===== src/rtl/fpcvt_pkg.sv =====
// Shared float-code / linear-sample layout for the fp encode and decode paths.
// Code layout: [7] sign, [6:4] exponent, [3:0] significand.
// Magnitude = significand << exponent (max 15 << 7 = 1920, fits 11 bits).
package fpcvt_pkg;

  localparam int unsigned CODE_W   = 8;
  localparam int unsigned LIN_W    = 12;
  localparam int unsigned MAG_W    = 11;
  localparam int unsigned EXP_W    = 3;
  localparam int unsigned SIG_W    = 4;
  localparam int unsigned SIGN_BIT = 7;
  localparam int unsigned EXP_LSB  = 4;
  localparam int unsigned SIG_LSB  = 0;

  // Payload held in the first pipeline stage
  typedef struct packed {
    logic             last;
    logic             sign;
    logic [MAG_W-1:0] mag;
  } s1_payload_t;

  // Sign-magnitude to two's complement; a zero magnitude stays 0 whatever the sign
  function automatic logic [LIN_W-1:0] apply_sign(input logic sign,
                                                  input logic [MAG_W-1:0] mag);
    logic [LIN_W-1:0] ext;
    ext = {1'b0, mag};
    return sign ? LIN_W'(-ext) : ext;
  endfunction

endpackage


===== src/rtl/fp_expand.sv =====
// Combinational float code to sign + magnitude expansion.
// Ports:
//   code_i  float code
//   sign_o  sign bit of the code
//   mag_o   significand << exponent
module fp_expand
  import fpcvt_pkg::*;
(
  input  logic [CODE_W-1:0] code_i,
  output logic              sign_o,
  output logic [MAG_W-1:0]  mag_o
);

  assign sign_o = code_i[SIGN_BIT];
  assign mag_o  = MAG_W'(code_i[SIG_LSB +: SIG_W]) << code_i[EXP_LSB +: EXP_W];

endmodule


===== src/rtl/fp_decode_stream.sv =====
// Streaming float-code to 12-bit linear decoder, 2-stage valid/ready pipeline.
// Optional per-frame peak/count statistics enabled by macro FP_DEC_PEAK_EN.
// Ports:
//   clk, rst                  clock, synchronous active-high reset
//   in_code/in_valid/in_last  input stream, in_ready back-pressure
//   out_lin/out_valid/out_last output stream, out_ready back-pressure
//   pk_mag/pk_count/pk_valid  completed-frame statistics (FP_DEC_PEAK_EN only)
module fp_decode_stream
  import fpcvt_pkg::*;
#(
  parameter int unsigned CNT_W = 16
) (
  input  logic              clk,
  input  logic              rst,
  input  logic [CODE_W-1:0] in_code,
  input  logic              in_valid,
  input  logic              in_last,
  output logic              in_ready,
  output logic [LIN_W-1:0]  out_lin,
  output logic              out_valid,
  output logic              out_last,
`ifdef FP_DEC_PEAK_EN
  output logic [MAG_W-1:0]  pk_mag,
  output logic [CNT_W-1:0]  pk_count,
  output logic              pk_valid,
`endif
  input  logic              out_ready
);

  if (CNT_W == 0) begin : g_cnt_w_bad
    $error("CNT_W must be at least 1");
  end

  logic             exp_sign;
  logic [MAG_W-1:0] exp_mag;

  fp_expand u_expand (
    .code_i (in_code),
    .sign_o (exp_sign),
    .mag_o  (exp_mag)
  );

  s1_payload_t      s1_q, s1_d;
  logic             s1_valid_q, s1_valid_d;
  logic [LIN_W-1:0] out_lin_q, out_lin_d;
  logic             out_valid_q, out_valid_d;
  logic             out_last_q, out_last_d;
  logic             s1_adv;

  // S1 may move forward when S2 is empty or being drained this cycle
  assign s1_adv   = !out_valid_q || out_ready;
  assign in_ready = !rst && (!s1_valid_q || s1_adv);

  assign out_lin   = out_lin_q;
  assign out_valid = out_valid_q;
  assign out_last  = out_last_q;

  // Pipeline next-state
  always_comb begin
    s1_d        = s1_q;
    s1_valid_d  = s1_valid_q;
    out_lin_d   = out_lin_q;
    out_valid_d = out_valid_q;
    out_last_d  = out_last_q;
    if (s1_adv) begin
      out_valid_d = s1_valid_q;
      if (s1_valid_q) begin
        out_lin_d  = apply_sign(s1_q.sign, s1_q.mag);
        out_last_d = s1_q.last;
      end
    end
    if (in_ready) begin
      s1_valid_d = in_valid;
      if (in_valid) begin
        s1_d = '{last: in_last, sign: exp_sign, mag: exp_mag};
      end
    end
  end

  // Pipeline registers
  always_ff @(posedge clk) begin
    if (rst) begin
      s1_q        <= '0;
      s1_valid_q  <= 1'b0;
      out_lin_q   <= '0;
      out_valid_q <= 1'b0;
      out_last_q  <= 1'b0;
    end else begin
      s1_q        <= s1_d;
      s1_valid_q  <= s1_valid_d;
      out_lin_q   <= out_lin_d;
      out_valid_q <= out_valid_d;
      out_last_q  <= out_last_d;
    end
  end

`ifdef FP_DEC_PEAK_EN
  logic [MAG_W-1:0] peak_q, peak_d;
  logic [CNT_W-1:0] cnt_q, cnt_d;
  logic [MAG_W-1:0] pk_mag_q, pk_mag_d;
  logic [CNT_W-1:0] pk_count_q, pk_count_d;
  logic             pk_valid_q, pk_valid_d;
  logic             out_hs;
  logic [MAG_W-1:0] cur_mag;
  logic [MAG_W-1:0] peak_new;
  logic [CNT_W-1:0] cnt_new;

  assign out_hs   = out_valid_q && out_ready;
  assign cur_mag  = out_lin_q[LIN_W-1] ? MAG_W'(-out_lin_q) : MAG_W'(out_lin_q);
  assign peak_new = (cur_mag > peak_q) ? cur_mag : peak_q;
  assign cnt_new  = (cnt_q == {CNT_W{1'b1}}) ? cnt_q : cnt_q + CNT_W'(1);

  assign pk_mag   = pk_mag_q;
  assign pk_count = pk_count_q;
  assign pk_valid = pk_valid_q;

  // Frame statistics; a last-sample handshake publishes and restarts them
  always_comb begin
    peak_d     = peak_q;
    cnt_d      = cnt_q;
    pk_mag_d   = pk_mag_q;
    pk_count_d = pk_count_q;
    pk_valid_d = 1'b0;
    if (out_hs) begin
      if (out_last_q) begin
        pk_mag_d   = peak_new;
        pk_count_d = cnt_new;
        pk_valid_d = 1'b1;
        peak_d     = '0;
        cnt_d      = '0;
      end else begin
        peak_d = peak_new;
        cnt_d  = cnt_new;
      end
    end
  end

  always_ff @(posedge clk) begin
    if (rst) begin
      peak_q     <= '0;
      cnt_q      <= '0;
      pk_mag_q   <= '0;
      pk_count_q <= '0;
      pk_valid_q <= 1'b0;
    end else begin
      peak_q     <= peak_d;
      cnt_q      <= cnt_d;
      pk_mag_q   <= pk_mag_d;
      pk_count_q <= pk_count_d;
      pk_valid_q <= pk_valid_d;
    end
  end
`endif

endmodule


===== config.mk =====
export PLATFORM = sky130hd
export DESIGN_NAME = fp_decode_stream
export DESIGN_NICKNAME = d
export VERILOG_FILES = /design/src/rtl/fpcvt_pkg.sv /design/src/rtl/fp_expand.sv /design/src/rtl/fp_decode_stream.sv
export SDC_FILE = /design/constraint.sdc
export NUM_CORES = 1
export LEC_CHECK = 0
export CORE_MARGIN = 2
export CORE_UTILIZATION = 45
export DETAILED_ROUTE_END_ITERATION = 16
export GPL_TIMING_DRIVEN = 0
export PLACE_DENSITY = 0.82
export SLEW_MARGIN = 40
export SYNTH_ARGS = -nofsm -noshare
export SYNTH_HDL_FRONTEND = slang
export SYNTH_HIERARCHICAL = 1
export SYNTH_SLANG_ARGS = --single-unit

===== constraint.sdc =====
create_clock -name clk -period 3.3 [get_ports clk]
set_input_delay 0.99 -clock clk [delete_from_list [all_inputs] [get_ports clk]]
set_output_delay 0.99 -clock clk [all_outputs]
set_load 0.05 [all_outputs]

; Word level (Yosys, flattened, before mapping)
; Cells that the tools add are included.
[classes]
n_shift = 1
n_addsub = 1
mux = 1
n_reduce_logical = 8
[op_table]
columns = cell, count
row1 = 2-to-1 mux 12 bit, 1
row2 = negation 11 -> 12 bit, 1
row3 = << shifter 4 x 3 -> 11 bit, 1
row4 = AND reduction 2 bit, 2
row5 = logical NOT 1 bit, 3
row6 = logical OR 1 bit, 2
row7 = logical AND 1 bit, 1
[word_totals]
out_inout_bits = 15
input_bits = 13
reg_bits = 28
wordCells = 18

; Depth between registers and ports, before layout
; Gate-level depths: netlist of run 1.
[logic_depth]
depth_word = 5
ltp_mapped = 6

; By module
; Netlist of run 1, hierarchy kept.
[by_module_without_submodules]
columns = mod, seq_area_each_um2, area_per_inst_um2, n_inst, cells_each
row1 = fp_decode_stream, 560.5, 1237.4, 1, 140
row2 = fp_expand, 0.0, 236.5, 1, 31

; Least setup slack after synthesis of run 1
; Ideal clock, no wire load.
[synth_path]
kind = input to output
startpoint = in rst
endpoint = out in_ready
path_slack_ns = 0.204
required_ns = 2.310
cell_stages = 3
arrival_time_ns = 2.106
path_cell_list = clkbuf_1 -> clkbuf_1 -> a21oi_1
[synth_between]
elab_chain_len = 2
[synth_lines]
columns = item, line
row1 = start: declaration, fp_decode_stream.sv:14  ; input logic rst,
row2 = logical NOT 1 bit, fp_decode_stream.sv:52  ; assign in_ready = !rst && (!s1_valid_q || s1_adv);
row3 = logical AND 1 bit, fp_decode_stream.sv:52
row4 = end: declaration, fp_decode_stream.sv:18  ; output logic in_ready,
; Every way passes these cells.

; Worst setup path in the final report of run 1
; Same ends and word-level chain as after synthesis.

==> flow_metrics.env, run 1 <==
export IMPL_start_util_pct=47.9
export IMPL_path_cells="clkdlybuf4s50_1, buf_2, a21oi_1, buf_2"
export IMPL_yosys_warnings=6
export IMPL_root_buffer="clkbuf_4"
export IMPL_syn_area_um2=1470
export IMPL_insertion_delay_ns=0.31
export IMPL_tns_ns=0
export IMPL_cellInternalPower_w=0.000475
export IMPL_grt_total_usage_pct=15.7
export IMPL_cp_required_ns=2.31
export IMPL_die_x_um=61.2
export IMPL_first_pass_iters=4
export IMPL_synth_top_cell_area_share_pct=38.0
export IMPL_finalHoldViolCount=0
export IMPL_core_area_um2=3080
export IMPL_cts_hold_buffers_added=0
export IMPL_clock_power_share_pct=19.2
export IMPL_placed_area_um2=1780
export IMPL_synth_fa_ha_area_share_pct=0.849
export IMPL_yosys_top_cells_area="dfxtp_1, nand3b_1, a211oi_1"
export IMPL_cts_tree="done"
export IMPL_cp_slowest_cell="clkdlybuf4s50_1"
export IMPL_synth_area_mux_share_pct=5.26
export IMPL_fin_skew_ns=0.00364
export IMPL_p_sw_w=0.000201
export IMPL_first_iter_violations=38
export IMPL_synth_top_family_by_area="simple AND/OR/NAND/NOR gates"
export IMPL_critPathCaptureType="primary output"
export IMPL_clkTransAtPathRegs_ns=0.13
export IMPL_area_growth_pct=21.7
export IMPL_grt_overflow=0
export IMPL_setup_viol=0
export IMPL_synthCells=171
export IMPL_hold_slack_ns=0.481
export IMPL_rows=20
export IMPL_p_sw_share_pct=29.7
export IMPL_instances_no_fill=242
export IMPL_clock_fmax_ghz=0.311
export IMPL_diodes=0
export IMPL_clock_sinks=28
export IMPL_crit_fanout=12
export IMPL_grt_pass1_wl_mm=4.51
export IMPL_tightest_slew_ns=0.497
export IMPL_leakage_nw=0.645
export IMPL_ys_seq_area_share_pct=38.0
export IMPL_num_vias=1215
export IMPL_grt_max_degree=15
export IMPL_gp_congestion=0.767
export IMPL_finalCritPeriodShare_pct=97.5
export IMPL_synthSimpleGateAreaFrac_pct=22.0
export IMPL_cts_htree_levels=1
export IMPL_route_detailed_drc=0
export IMPL_dominantRegCellSynth="dfxtp_1"
export IMPL_place_hpwl_mm=2.09
export IMPL_die_y_um=61.2
export IMPL_crit_path_start_kind="input pin"
export IMPL_maxCapViolCount=0
export IMPL_p_seq_share_pct=54.8
export IMPL_synth_edff_count=0
export IMPL_outcome="finished clean"
export IMPL_max_slew_margin_pct=66.8
export IMPL_layout_min_cycle_time_ns=3.22
export IMPL_synth_xor_area_share_pct=5.35
export IMPL_powerDensity_nw_per_um2=377
export IMPL_rsz0062_at_grt="no"
export IMPL_drive_above_1_share_pct=8.59
export IMPL_first_global_vias=1119
export IMPL_antenna_found_initial=0
export IMPL_cts_buffers=3
export IMPL_async_reset_ff_share_pct=0
export IMPL_postCtsSetupBuffers=0
export IMPL_dp_cells=240
export IMPL_cts_resized=6
export IMPL_clock_path_buffers=2
export IMPL_die_area_um2=3750
export IMPL_yosysTopAreaCell="dfxtp_1"
export IMPL_syn_nets=185
export IMPL_vias_per_cell=5.02
export IMPL_finalInstanceArea_um2=1790
export IMPL_max_stage_delay_ns=0.57
export IMPL_wl_per_cell_um=11.0
export IMPL_slew_viol_final=0
export IMPL_hold_path_class="reg -> reg"
export IMPL_worstSetupPathType="in -> out"
export IMPL_ys_types=35
export IMPL_p_comb_share_pct=26.0
export IMPL_path_common_cell="buf_2"
export IMPL_cp_data_arrival_time_ns=2.23
export IMPL_ios=28
export IMPL_drt_total_wl_mm=2.65
export IMPL_portBuffers=25
export IMPL_ant_nets=0
export IMPL_peakVddDrop_v=0.000136
export IMPL_ys_ff_latch=28
export IMPL_avgSynthCellArea_um2=8.62
export IMPL_synth_compound_area_share_pct=19.6
export IMPL_final_nets=214
[flip-flops by register name (all words and copies together) (netlist names)]
register    count
out_lin        12
s1_valid_q      1
out_last        1
out_valid       1
s1_q           13
[power by group through the flow]
stage | combinational, W | clock (W) | sequential (W)
2_1_floorplan | 0.0000931 | 0 | 0.000410
5_1_grt | 0.000192 | 0.000148 | 0.000373
6_report | 0.000176 | 0.000130 | 0.000370
4_1_cts | 0.000177 | 0.000136 | 0.000371
3_3_place_gp | 0.000175 | 0 | 0.000377
3_5_place_dp | 0.000178 | 0 | 0.000378
[critical path: cells and delay by family]
family                 cells  cell delay, ns
buffers and inverters      3            1.11
AOI/OAI and AO/OA          1            0.12
[cell usage in the layout, fill, tap and decap left out, drive strengths merged, types with 2 or more instances in the layout]
cell type / netlist / layout
xor2: 7 / 7
o21ai: 15 / 15
o22ai: 5 / 5
nand3b: 13 / 13
or2: 2 / 2
buf: 4 / 6
o221ai: 2 / 2
mux2i: 7 / 7
nand2b: 6 / 6
inv: 16 / 16
clkdlybuf4s50: 0 / 24
o31ai: 3 / 3
nor2b: 3 / 3
xnor2: 2 / 2
a21oi: 3 / 3
nor2: 18 / 18
dfxtp: 28 / 28
clkbuf: 9 / 10
o41ai: 2 / 2
a211oi: 10 / 10
or4: 2 / 2
nand2: 4 / 4
[Yosys cell counts, types with 3 or more instances]
cell      instances
o21ai_0          15
dfxtp_1          28
inv_1            16
o22ai_1           5
clkbuf_1          9
nand3b_1         13
nor2_1           18
nand2_1           4
nor2b_1           3
o31ai_1           3
a21oi_1           3
a211oi_1         10
nand2b_1          6
mux2i_1           5
xor2_1            7
[cell families after synthesis]
family                   Yosys count
adder cells (fa/ha/maj)            1
XOR/XNOR                           9
AND/OR/NAND/NOR                   54
AO/OA/AOI/OAI                     43
flip-flops                        28
multiplexers                       7
buffers and inverters             29
[routing by layer]
metal  vias up  routed length, µm  global-route usage [%]
li1        651                  -                       -
met4         0                  0                    5.59
met5         -                  0                       0
met2        20               1300                    27.8
met1       544               1290                    19.2
met3         0                 57                    2.52
[final timing paths]
kind / cells after the start / from / endpoint / slack (ns)
max: 4 / rst / in_ready / 0.08
min: 2 / out_lin[11] / out_lin[11] / 0.48
max reg2reg: 6 / s1_q[0] / out_lin[8] / 1.44
min reg2reg: 2 / out_lin[11] / out_lin[11] / 0.48
[stage by stage]
| stage | power, W | setup WS, ns | utilization (%) |
|---|---|---|---|
| after detailed placement | 0.000556 | -0.661 | 57.8 |
| final | 0.000676 | 0.0813 | 58.3 |
| after floorplan | 0.000503 | 0.204 | - |
| after global placement | 0.000552 | -0.645 | 57.8 |
| after CTS | 0.000684 | 0.0657 | 58.3 |
| after global routing | 0.000712 | 0.0254 | 58.3 |
[cell type report]
type                    count  area, µm²
multi-input cells         114        782
plain buffers              12       68.8
repair buffers             25        245
inverters                  16       60.1
flip-flops and latches     28        561
clock buffers               3       22.5
fillers                   295       1280
well taps                  44       55.1
Power figures use the tool's default switching activity.
==> inputs of run 2 (changes only) <==
REMOVE_ABC_BUFFERS = 1   (was unset)
==> run 2 against run 1 <==
Against the previous run: utilization down 1.1 points; worst setup slack worse by 0.0096 ns; flip-flop and latch count did not move; wire length shrank 2.6%; cell area shrank 1.9%; final cell count fell by 4.1%; sequential power about the same.
==> flow_metrics.env, run 2 (synthesis results as in run 1) <==
export IMPL_multi_input_area_um2=792
export IMPL_diodes=0
export IMPL_cts_resized=5
export IMPL_die_x_um=61.2
export IMPL_route_detailed_drc=0
export IMPL_clock_sinks=28
export IMPL_largest_register_ffs=13
export IMPL_worstSetupPathType="in -> out"
export IMPL_num_fill_cells=288
export IMPL_cts_hold_buffers_added=0
export IMPL_start_util_pct=47.9
export IMPL_vias_per_cell=5.25
export IMPL_place_hpwl_mm=1.94
export IMPL_rsz0062_at_grt="no"
export IMPL_ios=28
export IMPL_final_common_cell="dfxtp_1"
export IMPL_finalInstanceArea_um2=1760
export IMPL_drt_total_wl_mm=2.58
export IMPL_finalHoldViolCount=0
export IMPL_regArea_um2=561
export IMPL_dp_cells=229
export IMPL_grt_overflow=0
export IMPL_hold_path_class="reg -> reg"
export IMPL_grt_total_usage_pct=14.7
export IMPL_peakVddDrop_v=0.000147
export IMPL_first_global_vias=1034
export IMPL_layout_min_cycle_time_ns=3.23
export IMPL_clock_fmax_ghz=0.310
export IMPL_gp_congestion=0.764
export IMPL_die_area_um2=3750
export IMPL_max_slew_margin_pct=57.4
export IMPL_insertion_delay_ns=0.32
export IMPL_placed_area_um2=1740
export IMPL_num_vias=1219
export IMPL_crit_fanout=5
export IMPL_critPathCaptureType="primary output"
export IMPL_cts_buffers=3
export IMPL_ant_nets=0
export IMPL_cts_htree_levels=1
export IMPL_die_y_um=61.2
export IMPL_hold_slack_ns=0.485
export IMPL_area_growth_pct=19.4
export IMPL_top_register="s1_q"
export IMPL_final_nets=204
export IMPL_clock_path_buffers=2
export IMPL_pre_cts_ws_ns=-0.714
export IMPL_first_iter_violations=15
export IMPL_worst_slack_ns=0.0717
export IMPL_rows=20
export IMPL_cts_tree="done"
export IMPL_maxCapViolCount=0
export IMPL_tightest_slew_ns=0.639
export IMPL_drive_above_1_share_pct=7.45
export IMPL_crit_path_start_kind="input pin"
export IMPL_clkTransAtPathRegs_ns=0.14
export IMPL_finalCritPeriodShare_pct=97.8
export IMPL_root_buffer="clkbuf_4"
export IMPL_leakage_nw=0.624
export IMPL_antenna_found_initial=0
export IMPL_portBuffers=27
export IMPL_cp_data_arrival_time_ns=2.24
export IMPL_fin_skew_ns=0.00727
export IMPL_setup_viol=0
export IMPL_core_area_um2=3080
export IMPL_instances_no_fill=232
export IMPL_powerDensity_nw_per_um2=384
export IMPL_tns_ns=0
export IMPL_postCtsSetupBuffers=0
export IMPL_grt_max_degree=31
export IMPL_outcome="finished clean"
export IMPL_layout_common_cells="dfxtp_1, clkdlybuf4s50_1, nor2_1"
export IMPL_wl_per_cell_um=11.1
export IMPL_grt_pass1_wl_mm=4.13
export IMPL_slew_viol_final=0
export IMPL_cp_required_ns=2.31
export IMPL_first_pass_iters=4
run 2: power by group:
group / internal [W] / total (W) / switching (W) / leakage (nW)
combinational: 0.0000727 / 0.000169 / 0.0000962 / 0.381
clock: 0.0000427 / 0.000134 / 0.0000915 / 0.0138
sequential: 0.000356 / 0.000373 / 0.0000162 / 0.229
total: 0.000472 / 0.000676 / 0.000204 / 0.624
run 2: final cells by class:
cell class	count	area share, %
Timing Repair Buffer	27	15.4
Tap cell	44	3.13
Inverter	16	3.41
Sequential cell	28	31.8
Clock buffer	3	1.28
Multi-Input combinational cell	114	45.0
run 2: worst paths after layout:
path / from / to / slack [ns] / cells past startpoint
setup / recovery: out_ready / in_ready / 0.07 / 4
hold / removal: out_lin[11] / out_lin[11] / 0.49 / 2
setup reg to reg: s1_q[0] / out_lin[8] / 1.40 / 6
hold reg to reg: out_lin[11] / out_lin[11] / 0.49 / 2
run 2: routing by layer:
metal	global-route usage, %	routed length [µm]	vias to the layer above
li1	-	-	639
met3	2.10	104	6
met2	26.4	1250	30
met1	16.1	1160	544
met5	0	0	-
met4	9.01	70	0
run 2: critical path, stage by stage:
cell	delay [ns]
clkdlybuf4s50_1	0.47
nor2b_2	0.07
a21oi_1	0.15
dlygate4sd2_1	0.55
run 2: stage by stage:
step	utilization, %	power [W]
4_1_cts	57.2	0.000681
3_5_place_dp	56.4	0.000551
5_1_grt	57.2	0.000708
2_1_floorplan	-	0.000490
3_3_place_gp	56.1	0.000544
6_report	57.2	0.000676
